$ cat src/rtl/fpu_pkg.sv
// Shared definitions for the floating-point add/sub dispatch slice.
//   disp_state_t : sequencer states of the request dispatcher
//   FP_QNAN      : quiet NaN returned when an operation is aborted
// The request record itself depends on the caller's tag width, so it is
// declared inside the instantiating module, next to its TAG_W parameter.
package fpu_pkg;

    typedef enum logic [2:0] {
        ST_IDLE,
        ST_ISSUE,
        ST_ARM,
        ST_WAIT,
        ST_HOLD
    } disp_state_t;

    localparam logic [31:0] FP_QNAN = 32'h7FC0_0000;

endpackage

$ cat src/rtl/fadd_sub_req_fifo.sv
// Synchronous request FIFO for the add/sub dispatcher.
//   clk, rst   : clock, asynchronous active-low reset
//   push, data : write one entry when not full (a push while full is dropped)
//   pop, head  : head is the oldest entry; pop removes it when not empty
//   full, empty: occupancy flags derived from the entry count
// A push and a pop in the same cycle leave the count unchanged.
module fadd_sub_req_fifo #(
    parameter int unsigned DEPTH = 4,
    parameter int unsigned WIDTH = 8
) (
    input  logic             clk,
    input  logic             rst,
    input  logic             push,
    input  logic [WIDTH-1:0] data,
    input  logic             pop,
    output logic [WIDTH-1:0] head,
    output logic             full,
    output logic             empty
);

    localparam int unsigned PTR_W = $clog2(DEPTH);
    localparam int unsigned CNT_W = $clog2(DEPTH) + 1;

    logic [WIDTH-1:0] mem [DEPTH];
    logic [PTR_W-1:0] wr_ptr;
    logic [PTR_W-1:0] rd_ptr;
    logic [CNT_W-1:0] count;
    logic             do_push;
    logic             do_pop;

    assign full    = (count == CNT_W'(DEPTH));
    assign empty   = (count == '0);
    assign do_push = push && !full;
    assign do_pop  = pop && !empty;
    assign head    = mem[rd_ptr];

    // NOTE: the storage array is deliberately left without reset; an entry is
    // only ever read while the count says it was written, and leaving it out of
    // the reset network lets it map onto plain registers or RAM.
    always_ff @(posedge clk) begin
        if (do_push) begin
            mem[wr_ptr] <= data;
        end
    end

    // Pointers wrap naturally because DEPTH is a power of two.
    always_ff @(posedge clk or negedge rst) begin
        if (!rst) begin
            wr_ptr <= '0;
            rd_ptr <= '0;
            count  <= '0;
        end else begin
            if (do_push) begin
                wr_ptr <= wr_ptr + 1'b1;
            end
            if (do_pop) begin
                rd_ptr <= rd_ptr + 1'b1;
            end
            case ({do_push, do_pop})
                2'b10:   count <= count + 1'b1;
                2'b01:   count <= count - 1'b1;
                default: count <= count;
            endcase
        end
    end

endmodule

$ cat src/rtl/fadd_sub_dispatch.sv
// Request queue and sequencer in front of the floating-point add/sub core.
//   clk, rst                    : clock, asynchronous active-low reset
//   req_valid/req_ready         : request handshake (ready = FIFO not full)
//   req_sub, req_a, req_b       : operation (1 = a-b) and IEEE-754 operands
//   req_tag                     : caller tag returned with the result
//   fa_start                    : one-cycle start pulse to the core
//   fa_subtract, fa_a, fa_b     : operation/operands, stable for the whole op
//   fa_busy, fa_done            : core status (done is a level)
//   fa_z, fa_ovf, fa_unf        : core result and flags
//   res_valid/res_ready         : result handshake
//   res_z, res_ovf, res_unf     : captured result, or qNaN on timeout
//   res_err                     : set when the core did not finish in time
//   res_tag                     : tag of the request that produced the result
module fadd_sub_dispatch
    import fpu_pkg::*;
#(
    parameter int unsigned DEPTH   = 4,
    parameter int unsigned TAG_W   = 4,
    parameter int unsigned TIMEOUT = 64
) (
    input  logic             clk,
    input  logic             rst,
    input  logic             req_valid,
    output logic             req_ready,
    input  logic             req_sub,
    input  logic [31:0]      req_a,
    input  logic [31:0]      req_b,
    input  logic [TAG_W-1:0] req_tag,
    output logic             fa_start,
    output logic             fa_subtract,
    output logic [31:0]      fa_a,
    output logic [31:0]      fa_b,
    input  logic             fa_busy,
    input  logic             fa_done,
    input  logic [31:0]      fa_z,
    input  logic             fa_ovf,
    input  logic             fa_unf,
    output logic             res_valid,
    input  logic             res_ready,
    output logic [31:0]      res_z,
    output logic             res_ovf,
    output logic             res_unf,
    output logic             res_err,
    output logic [TAG_W-1:0] res_tag
);

    typedef struct packed {
        logic             sub;
        logic [31:0]      a;
        logic [31:0]      b;
        logic [TAG_W-1:0] tag;
    } req_t;

    localparam int unsigned    CW      = $clog2(TIMEOUT) + 1;
    localparam logic [CW-1:0]  TO_LAST = CW'(TIMEOUT - 1);

    req_t             push_req;
    req_t             head_req;
    logic             fifo_full;
    logic             fifo_empty;

    disp_state_t      state_q;
    disp_state_t      state_d;
    logic             pop;
    logic             capture;
    logic             abort;
    logic             consume;
    logic             timeout_hit;
    logic [CW-1:0]    to_cnt;
    logic [TAG_W-1:0] op_tag;

    assign push_req  = '{sub: req_sub, a: req_a, b: req_b, tag: req_tag};
    assign req_ready = !fifo_full;

    fadd_sub_req_fifo #(
        .DEPTH (DEPTH),
        .WIDTH ($bits(req_t))
    ) u_fifo (
        .clk   (clk),
        .rst   (rst),
        .push  (req_valid),
        .data  (push_req),
        .pop   (pop),
        .head  (head_req),
        .full  (fifo_full),
        .empty (fifo_empty)
    );

    assign timeout_hit = (to_cnt == TO_LAST);

    // NOTE: sequential state is written with non-blocking assignments so every
    // register samples the pre-edge values regardless of block ordering.
    always_ff @(posedge clk or negedge rst) begin
        if (!rst) begin
            state_q <= ST_IDLE;
        end else begin
            state_q <= state_d;
        end
    end

    // NOTE: every output of this block gets a default before the case, so no
    // path leaves a signal unassigned and no latch is inferred.
    always_comb begin
        state_d = state_q;
        pop     = 1'b0;
        capture = 1'b0;
        abort   = 1'b0;
        consume = 1'b0;
        case (state_q)
            ST_IDLE: begin
                if (!fifo_empty) begin
                    pop     = 1'b1;
                    state_d = ST_ISSUE;
                end
            end
            ST_ISSUE: state_d = ST_ARM;
            ST_ARM: begin
                // A done level still high from the previous operation is
                // ignored until the core shows it has really started.
                if (timeout_hit) begin
                    abort   = 1'b1;
                    state_d = ST_HOLD;
                end else if (fa_busy && !fa_done) begin
                    state_d = ST_WAIT;
                end
            end
            ST_WAIT: begin
                // Done is tested first so a completion on the timeout cycle
                // is still delivered as a good result.
                if (fa_done) begin
                    capture = 1'b1;
                    state_d = ST_HOLD;
                end else if (timeout_hit) begin
                    abort   = 1'b1;
                    state_d = ST_HOLD;
                end
            end
            ST_HOLD: begin
                if (res_valid && res_ready) begin
                    consume = 1'b1;
                    state_d = ST_IDLE;
                end
            end
            default: state_d = ST_IDLE;
        endcase
    end

    // Cleared while the start pulse is out, counting while waiting on the core.
    always_ff @(posedge clk or negedge rst) begin
        if (!rst) begin
            to_cnt <= '0;
        end else if (state_q == ST_ISSUE) begin
            to_cnt <= '0;
        end else if ((state_q == ST_ARM) || (state_q == ST_WAIT)) begin
            to_cnt <= to_cnt + 1'b1;
        end
    end

    // Operands load only on a pop, so they stay put from ISSUE through HOLD.
    // fa_start follows the pop by one edge, i.e. it is high exactly in ISSUE.
    always_ff @(posedge clk or negedge rst) begin
        if (!rst) begin
            fa_start    <= 1'b0;
            fa_subtract <= 1'b0;
            fa_a        <= '0;
            fa_b        <= '0;
            op_tag      <= '0;
        end else begin
            fa_start <= pop;
            if (pop) begin
                fa_subtract <= head_req.sub;
                fa_a        <= head_req.a;
                fa_b        <= head_req.b;
                op_tag      <= head_req.tag;
            end
        end
    end

    always_ff @(posedge clk or negedge rst) begin
        if (!rst) begin
            res_valid <= 1'b0;
            res_z     <= '0;
            res_ovf   <= 1'b0;
            res_unf   <= 1'b0;
            res_err   <= 1'b0;
            res_tag   <= '0;
        end else if (capture) begin
            res_valid <= 1'b1;
            res_z     <= fa_z;
            res_ovf   <= fa_ovf;
            res_unf   <= fa_unf;
            res_err   <= 1'b0;
            res_tag   <= op_tag;
        end else if (abort) begin
            res_valid <= 1'b1;
            res_z     <= FP_QNAN;
            res_ovf   <= 1'b0;
            res_unf   <= 1'b0;
            res_err   <= 1'b1;
            res_tag   <= op_tag;
        end else if (consume) begin
            res_valid <= 1'b0;
        end
    end

endmodule
$ cat config.mk
export PLATFORM = sky130hd
export DESIGN_NAME = fadd_sub_dispatch
export DESIGN_NICKNAME = d
export VERILOG_FILES = /design/src/rtl/fpu_pkg.sv /design/src/rtl/fadd_sub_req_fifo.sv /design/src/rtl/fadd_sub_dispatch.sv
export SDC_FILE = /design/constraint.sdc
export NUM_CORES = 1
export LEC_CHECK = 0
export ABC_CLOCK_PERIOD_IN_PS = 3500
export BUFFER_PORTS_ARGS = -buffer_cell sky130_fd_sc_hd__buf_2
export CAP_MARGIN = 0
export CORE_ASPECT_RATIO = 0.7
export CORE_MARGIN = 8
export CORE_UTILIZATION = 57
export CTS_CLUSTER_SIZE = 28
export DETAILED_ROUTE_END_ITERATION = 16
export GPL_ROUTABILITY_DRIVEN = 0
export PLACE_DENSITY_LB_ADDON = 0.3
export RECOVER_POWER = 25
export SLEW_MARGIN = 20
export SYNTH_ARGS = -nofsm -noshare
export SYNTH_HDL_FRONTEND = slang
export SYNTH_SLANG_ARGS = --single-unit
$ cat constraint.sdc
create_clock -name clk -period 3.5 [get_ports clk]
set_input_delay 0 -clock clk [delete_from_list [all_inputs] [get_ports clk]]
set_output_delay 0 -clock clk [all_outputs]
set_load 0.005 [all_outputs]
Word level (Yosys, flattened, before mapping)
Memory sizes are Yosys's and may differ from the RTL's. A register that Yosys moved wholly into a read port is not among the register bits.
Index checks and enable logic that the tools add are counted.
W data, S select, Z words.
{"block": "totals", "register_bits": 58, "ramBits": 276, "input_bits": 109, "output_inout_bits": 107, "wordCells": 79, "n_memories": 1}
{"block": "op_classes", "add_sub_neg": 5, "n_eq_ne": 12, "mux": 33, "n_reduce_logical": 16}
{"memory": "u_fifo.mem", "depth": 4, "word_bits": 69, "rd": 1, "rd_clocked_by_memory_dff": 1, "write_ports": 1, "line_no": "fadd_sub_req_fifo.sv:24", "rtl": "logic [WIDTH-1:0] mem [DEPTH];"}
{"op": "$mux W32", "count": 2}
{"op": "$mux W1", "count": 18}
{"op": "$mux W3", "count": 6}
{"op": "$pmux W3 S5", "count": 1}
{"op": "$mux W7", "count": 2}
{"op": "$mux W4", "count": 2}
{"op": "$add A7 B1 Y7 const B", "count": 1}
{"op": "$eq A7 B6 Y1 const B", "count": 1}
{"op": "$eq A3 B2 Y1 const B", "count": 2}
{"op": "$eq A3 B3 Y1 const B", "count": 2}
{"op": "$logic_not A3 Y1", "count": 2}
{"op": "$ne A3 B3 Y1 const B", "count": 2}
{"op": "$pmux W3 S2", "count": 1}
{"op": "$reduce_bool A2 Y1", "count": 3}
{"op": "$add A2 B1 Y2 const B", "count": 2}
{"op": "$logic_and A1 B1 Y1", "count": 4}
{"op": "$logic_not A1 Y1", "count": 4}
{"op": "$ne A2 B2 Y1 const B", "count": 2}
{"op": "$reduce_and A4 Y1", "count": 1}
{"op": "$add A3 B1 Y3 const B", "count": 1}
{"op": "$eq A3 B1 Y1 const B", "count": 1}
{"op": "$reduce_bool A3 Y1", "count": 1}
{"op": "$sub A3 B1 Y3 const B", "count": 1}
{"op": "$eq A2 B1 Y1 const B", "count": 1}
{"op": "3 further kinds", "count": 3}

Depth between registers and ports, before layout
{"block": "depth", "ltp_word": 6, "depth_mapped": 10, "mapped_depth_nobuf": 10}

Hierarchy
A second synthesis with hierarchy kept.
{"block": "hier_totals", "hier_cells": 762, "area_unflattened_um2": 15219.6}
{"mod": "fadd_sub_req_fifo", "n_inst": 1, "cells_per_inst": 398, "area_each_um2": 10457.5, "seq_area_each_um2": 8463.1}
{"mod": "fadd_sub_dispatch", "n_inst": 1, "cells_per_inst": 364, "area_each_um2": 4762.1, "seq_area_each_um2": 3002.9}

Worst setup path before layout
Ideal clock, no wire load.
{"block": "synth_timing", "path_type": "register to register", "start": "register u_fifo.wr_ptr[0]", "end": "memory u_fifo.mem[2][0] in the netlist's numbering (enable)", "setup_time_ps": 435, "t_arrival_ps": 2284, "t_required_ps": 3065, "path_slack_ps": 781, "path_stages_with_launch": 4, "path_buffers": 0, "period_less_slack_ps": 2719, "cell_sequence": "dfrtp_1 inv_1 ha_1 and3_1"}
{"item": "start, declared", "line_no": "fadd_sub_req_fifo.sv:25", "rtl": "logic [PTR_W-1:0] wr_ptr;"}
{"item": "start signal, assigned", "line_no": "fadd_sub_req_fifo.sv:54", "rtl": "wr_ptr <= wr_ptr + 1'b1;"}
{"item": "end, declared", "line_no": "fadd_sub_req_fifo.sv:24"}
No word-level cell before the write port.

Final worst setup path
{"block": "layout_timing", "start": "register u_fifo.count[1]", "end": "register u_fifo.count[2]"}
{"block": "layout_via", "elab_chain_len": 6, "elab_cells_between_ends": 14, "cone_classes": "2 x add/sub; 3 x eq/ne; 3 x mux; 6 x reduce/logical"}
{"item": "start, declared", "line_no": "fadd_sub_req_fifo.sv:27", "rtl": "logic [CNT_W-1:0] count;"}
{"item": "start signal, assigned", "line_no": "fadd_sub_req_fifo.sv:60", "rtl": "2'b10: count <= count + 1'b1;"}
{"item": "start signal, assigned", "line_no": "fadd_sub_req_fifo.sv:61", "rtl": "2'b01: count <= count - 1'b1;"}
{"item": "start signal, assigned", "line_no": "fadd_sub_req_fifo.sv:62", "rtl": "default: count <= count;"}
{"item": "$logic_not A3 Y1", "line_no": "fadd_sub_req_fifo.sv:32", "rtl": "assign empty = (count == '0);"}
{"item": "$mux W1", "line_no": "fadd_sub_dispatch.sv:111", "rtl": "if (!fifo_empty) begin"}
{"item": "$mux W1", "line_no": "fadd_sub_dispatch.sv:109", "rtl": "case (state_q)"}
{"item": "$logic_and A1 B1 Y1", "line_no": "fadd_sub_req_fifo.sv:34", "rtl": "assign do_pop = pop && !empty;"}
{"item": "$eq A2 B1 Y1 or $eq A2 B2 Y1 (tied branches)", "line_no": "fadd_sub_req_fifo.sv:59", "rtl": "case ({do_push, do_pop})"}
{"item": "$pmux W3 S2 or $reduce_bool A2 Y1 (tied branches)"}
Several ways; a longest one is shown, not always the timed one.
A chain may end at the register's enable or synchronous reset.

==> run_results.csv <==
group,metric,value,unit
critical_path,critPathKind,"register to register",
global_routing,grt_remaining_overflow,0,
clocking,clockBufferDepth,3,
critical_path,endpoint_kind,"register",
logic_synthesis,synth_enable_flop_cells,276,
final_layout,fillCellCount,1556,
logic_synthesis,synth_largest_area_cell,"edfxtp_1",
floorplan,fp.dieW,210,um
floorplan,start_util,58.3,%
global_routing,grt_max_degree,80,
timing,final_max_slew_viol_count,0,
route,drc,0,
run,maxCapViolCount,0,
route,first_pass_iters,5,
timing,clock_skew,0.0183,ns
critical_path,worstPathRequired,3.94,ns
placement,dp_hpwl,17.2,mm
clocking,cts_tree,"built",
logic_synthesis,ys.flop_type,"edfxtp_1",
logic_synthesis,synth.distinct_cells,37,
hold_path,hold_path_class,"input pin to asynchronous set/reset pin",
timing,clock.fmax,0.454,GHz
clocking,cts.sinks,403,
timing,rsz0062_at_grt,"no",
global_routing,grt_pass1_wl,50.2,mm
timing,worst_pin_slew,1.07,ns
timing,finalHoldViolations,0,
status,run_status,"finished clean",
floorplan,dieArea,31900,um2
final_layout,post-route-util,72.9,%
critical_path,startpoint,"u_fifo.count[1]",
logic_synthesis,yosysWarnings,0,
route,ant_nets,0,
route,routedWlPerCell,21.5,um
global_routing,groute.layer.met1.usage,26.6,%
logic_synthesis,synthTopCellsByArea,"edfxtp_1, dfrtp_1, mux4_2",
clocking,postCtsSetupBuffers,0,
pwr,cellLeakagePower,7.04,nW
logic_synthesis,ys_ff_latch,403,
critical_path,r2r-start,"u_fifo.count[1]",
clocking,clk_latency,0.53,ns
critical_path,reg2reg_slack,1.30,ns
floorplan,rows,49,
floorplan,die_h,152,um
global_routing,busiest_layer,"met2",
placement,port_buffers,215,
critical_path,rr_worst_depth,10,
critical_path,critPathMaxFanout,6,
logic_synthesis,yosys-top-cells-count,"edfxtp_1, dfrtp_1, mux4_2",
route,wl,32.0,mm
clocking,path_clk_slew,0.06,ns
timing,hold_ws,0.0889,ns
critical_path,start_kind,"register",
final_layout,drive_gt1_share,32.8,%
route,vias_per_cell,5.43,
critical_path,r2r-end,"u_fifo.count[2]",
timing,fin_ws,1.30,ns
clocking,cts_inserted_buffers,37,
logic_synthesis,netlist_area,15000,um2
global_routing,first_global_vias,8751,
placement,place_ws,1.15,ns
final_layout,area_growth,25.0,%
timing,slew_headroom,28.9,%
critical_path,cp-endpoint,"u_fifo.count[2]",
pwr,p_per_area,843,nW/um2
route,drt-initial-drc-count,683,
logic_synthesis,synth_seq_area_share,76.2,%
floorplan,core_area,25800,um2
floorplan,ioPinCount,216,
timing,period_share,62.9,%
logic_synthesis,syn_inst,762,
pwr,power.total,15.8,mW
global_routing,grtUsageMet2,32.1,%
timing,fin_crit,2.20,ns
logic_synthesis,syn_nets,878,
final_layout,layout.nets,1219,
global_routing,use_met3,5.80,%
route,vias,8094,
logic_synthesis,synth_most_common_cell,"edfxtp_1",
timing,setup_viol,0,
global_routing,antenna_found_initial,2,
global_routing,grt_usage,20.0,%
clocking,cts_hold_buf,108,
logic_synthesis,ys_async_sr_fraction,31.5,%
critical_path,worstPathArrival,2.64,ns
timing,fin_tns_setup,0,ns
logic_synthesis,syn_area_per_cell,19.7,um2
clocking,cts_root_buffer,"clkbuf_16",
clocking,h-tree-depth,2,
pwr,ir_drop,0.503,mV
clocking,cts-resized-gates,0,
logic_synthesis,synth_top_area_share,55.1,%
## kinds of logic after synthesis
logic type	count (synthesis)	synth area share, %
flops	403	76.2
mux	144	16.2
simple gates	119	3.60
buf+inv	43	1.56
compound gates	38	1.35
xor+xnor	8	0.466
fa+ha+maj	7	0.632
## critical path, cell delays in order, from the launching register on
cell	delay (ns)
dfrtp_1	0.37
inv_1	0.11
nand3_1	0.20
and2_1	0.28
inv_1	0.07
ha_1	0.17
inv_1	0.07
fa_1	0.43
xor2_1	0.15
nor2_1	0.11
xor2_1	0.16
## placed cells by master, fill, tap and decap left out, drive strengths merged, types with 2 or more instances in the layout
cell type,Yosys,final
nand3,4,4
diode,0,2
nor2,27,27
nor2b,2,2
o21ai,29,29
nand2b,3,3
and3,4,4
dfrtp,127,127
or3,4,4
nor3,13,13
inv,9,10
xor2,3,3
mux4,69,69
buf,18,170
xnor2,5,5
nand2,58,58
dlygate4sd3,0,108
bufinv,0,2
clkinv,0,8
clkbuf,16,114
ha,6,6
a21oi,5,5
edfxtp,276,276
mux2,74,74
## registers in the layout, indices dropped and copies added, names as in the netlist, 2 cells and up
signal and cells:
u_fifo.mem 276, fa_a 32, fa_b 32, res_z 32, to_cnt 7, op_tag 4, res_tag 4, state_q 3
u_fifo.count 3, u_fifo.rd_ptr 2, u_fifo.wr_ptr 2
## worst min path at each step
stage / slack, ns / end / cells past startpoint
floorplan: -0.30 / fa_a[0] / 0
global placement: 0.12 / fa_b[6] / 1
detailed placement: 0.12 / fa_b[6] / 1
CTS: 0.14 / fa_b[6] / 2
global route: 0.18 / fa_b[6] / 2
finish: 0.09 / fa_b[7] / 2
## routing by layer
metal	part of all wire [%]	vias up
met4	2.0	0
met1	42	4082
met3	8.8	57
met5	0	-
li1	-	3625
met2	47	330
## cell type report
class	instances	area [um2]	area share (%)
multi-input combinational	316	3370	17.9
tap	357	447	2.38
antenna	2	5.00	0.0266
inverter	9	33.8	0.180
sequential	403	11500	61.0
clock inverter	11	105	0.559
timing repair buffer	336	2290	12.2
clock buffer	56	1080	5.74
## power breakdown
group / switching, mW / total [mW] / internal (mW)
Sequential: 0.886 / 7.45 / 6.57
Clock: 1.68 / 3.97 / 2.28
Combinational: 1.98 / 4.43 / 2.45
Total: 4.55 / 15.8 / 11.3
## metrics by stage
step	area [um2]	std cells
6_report	18800	1490
5_1_grt	18800	1490
4_1_cts	18800	1484
3_5_place_dp	16500	1309
3_3_place_gp	16500	1309
2_1_floorplan	15000	762
Power figures use the tool's default switching activity.
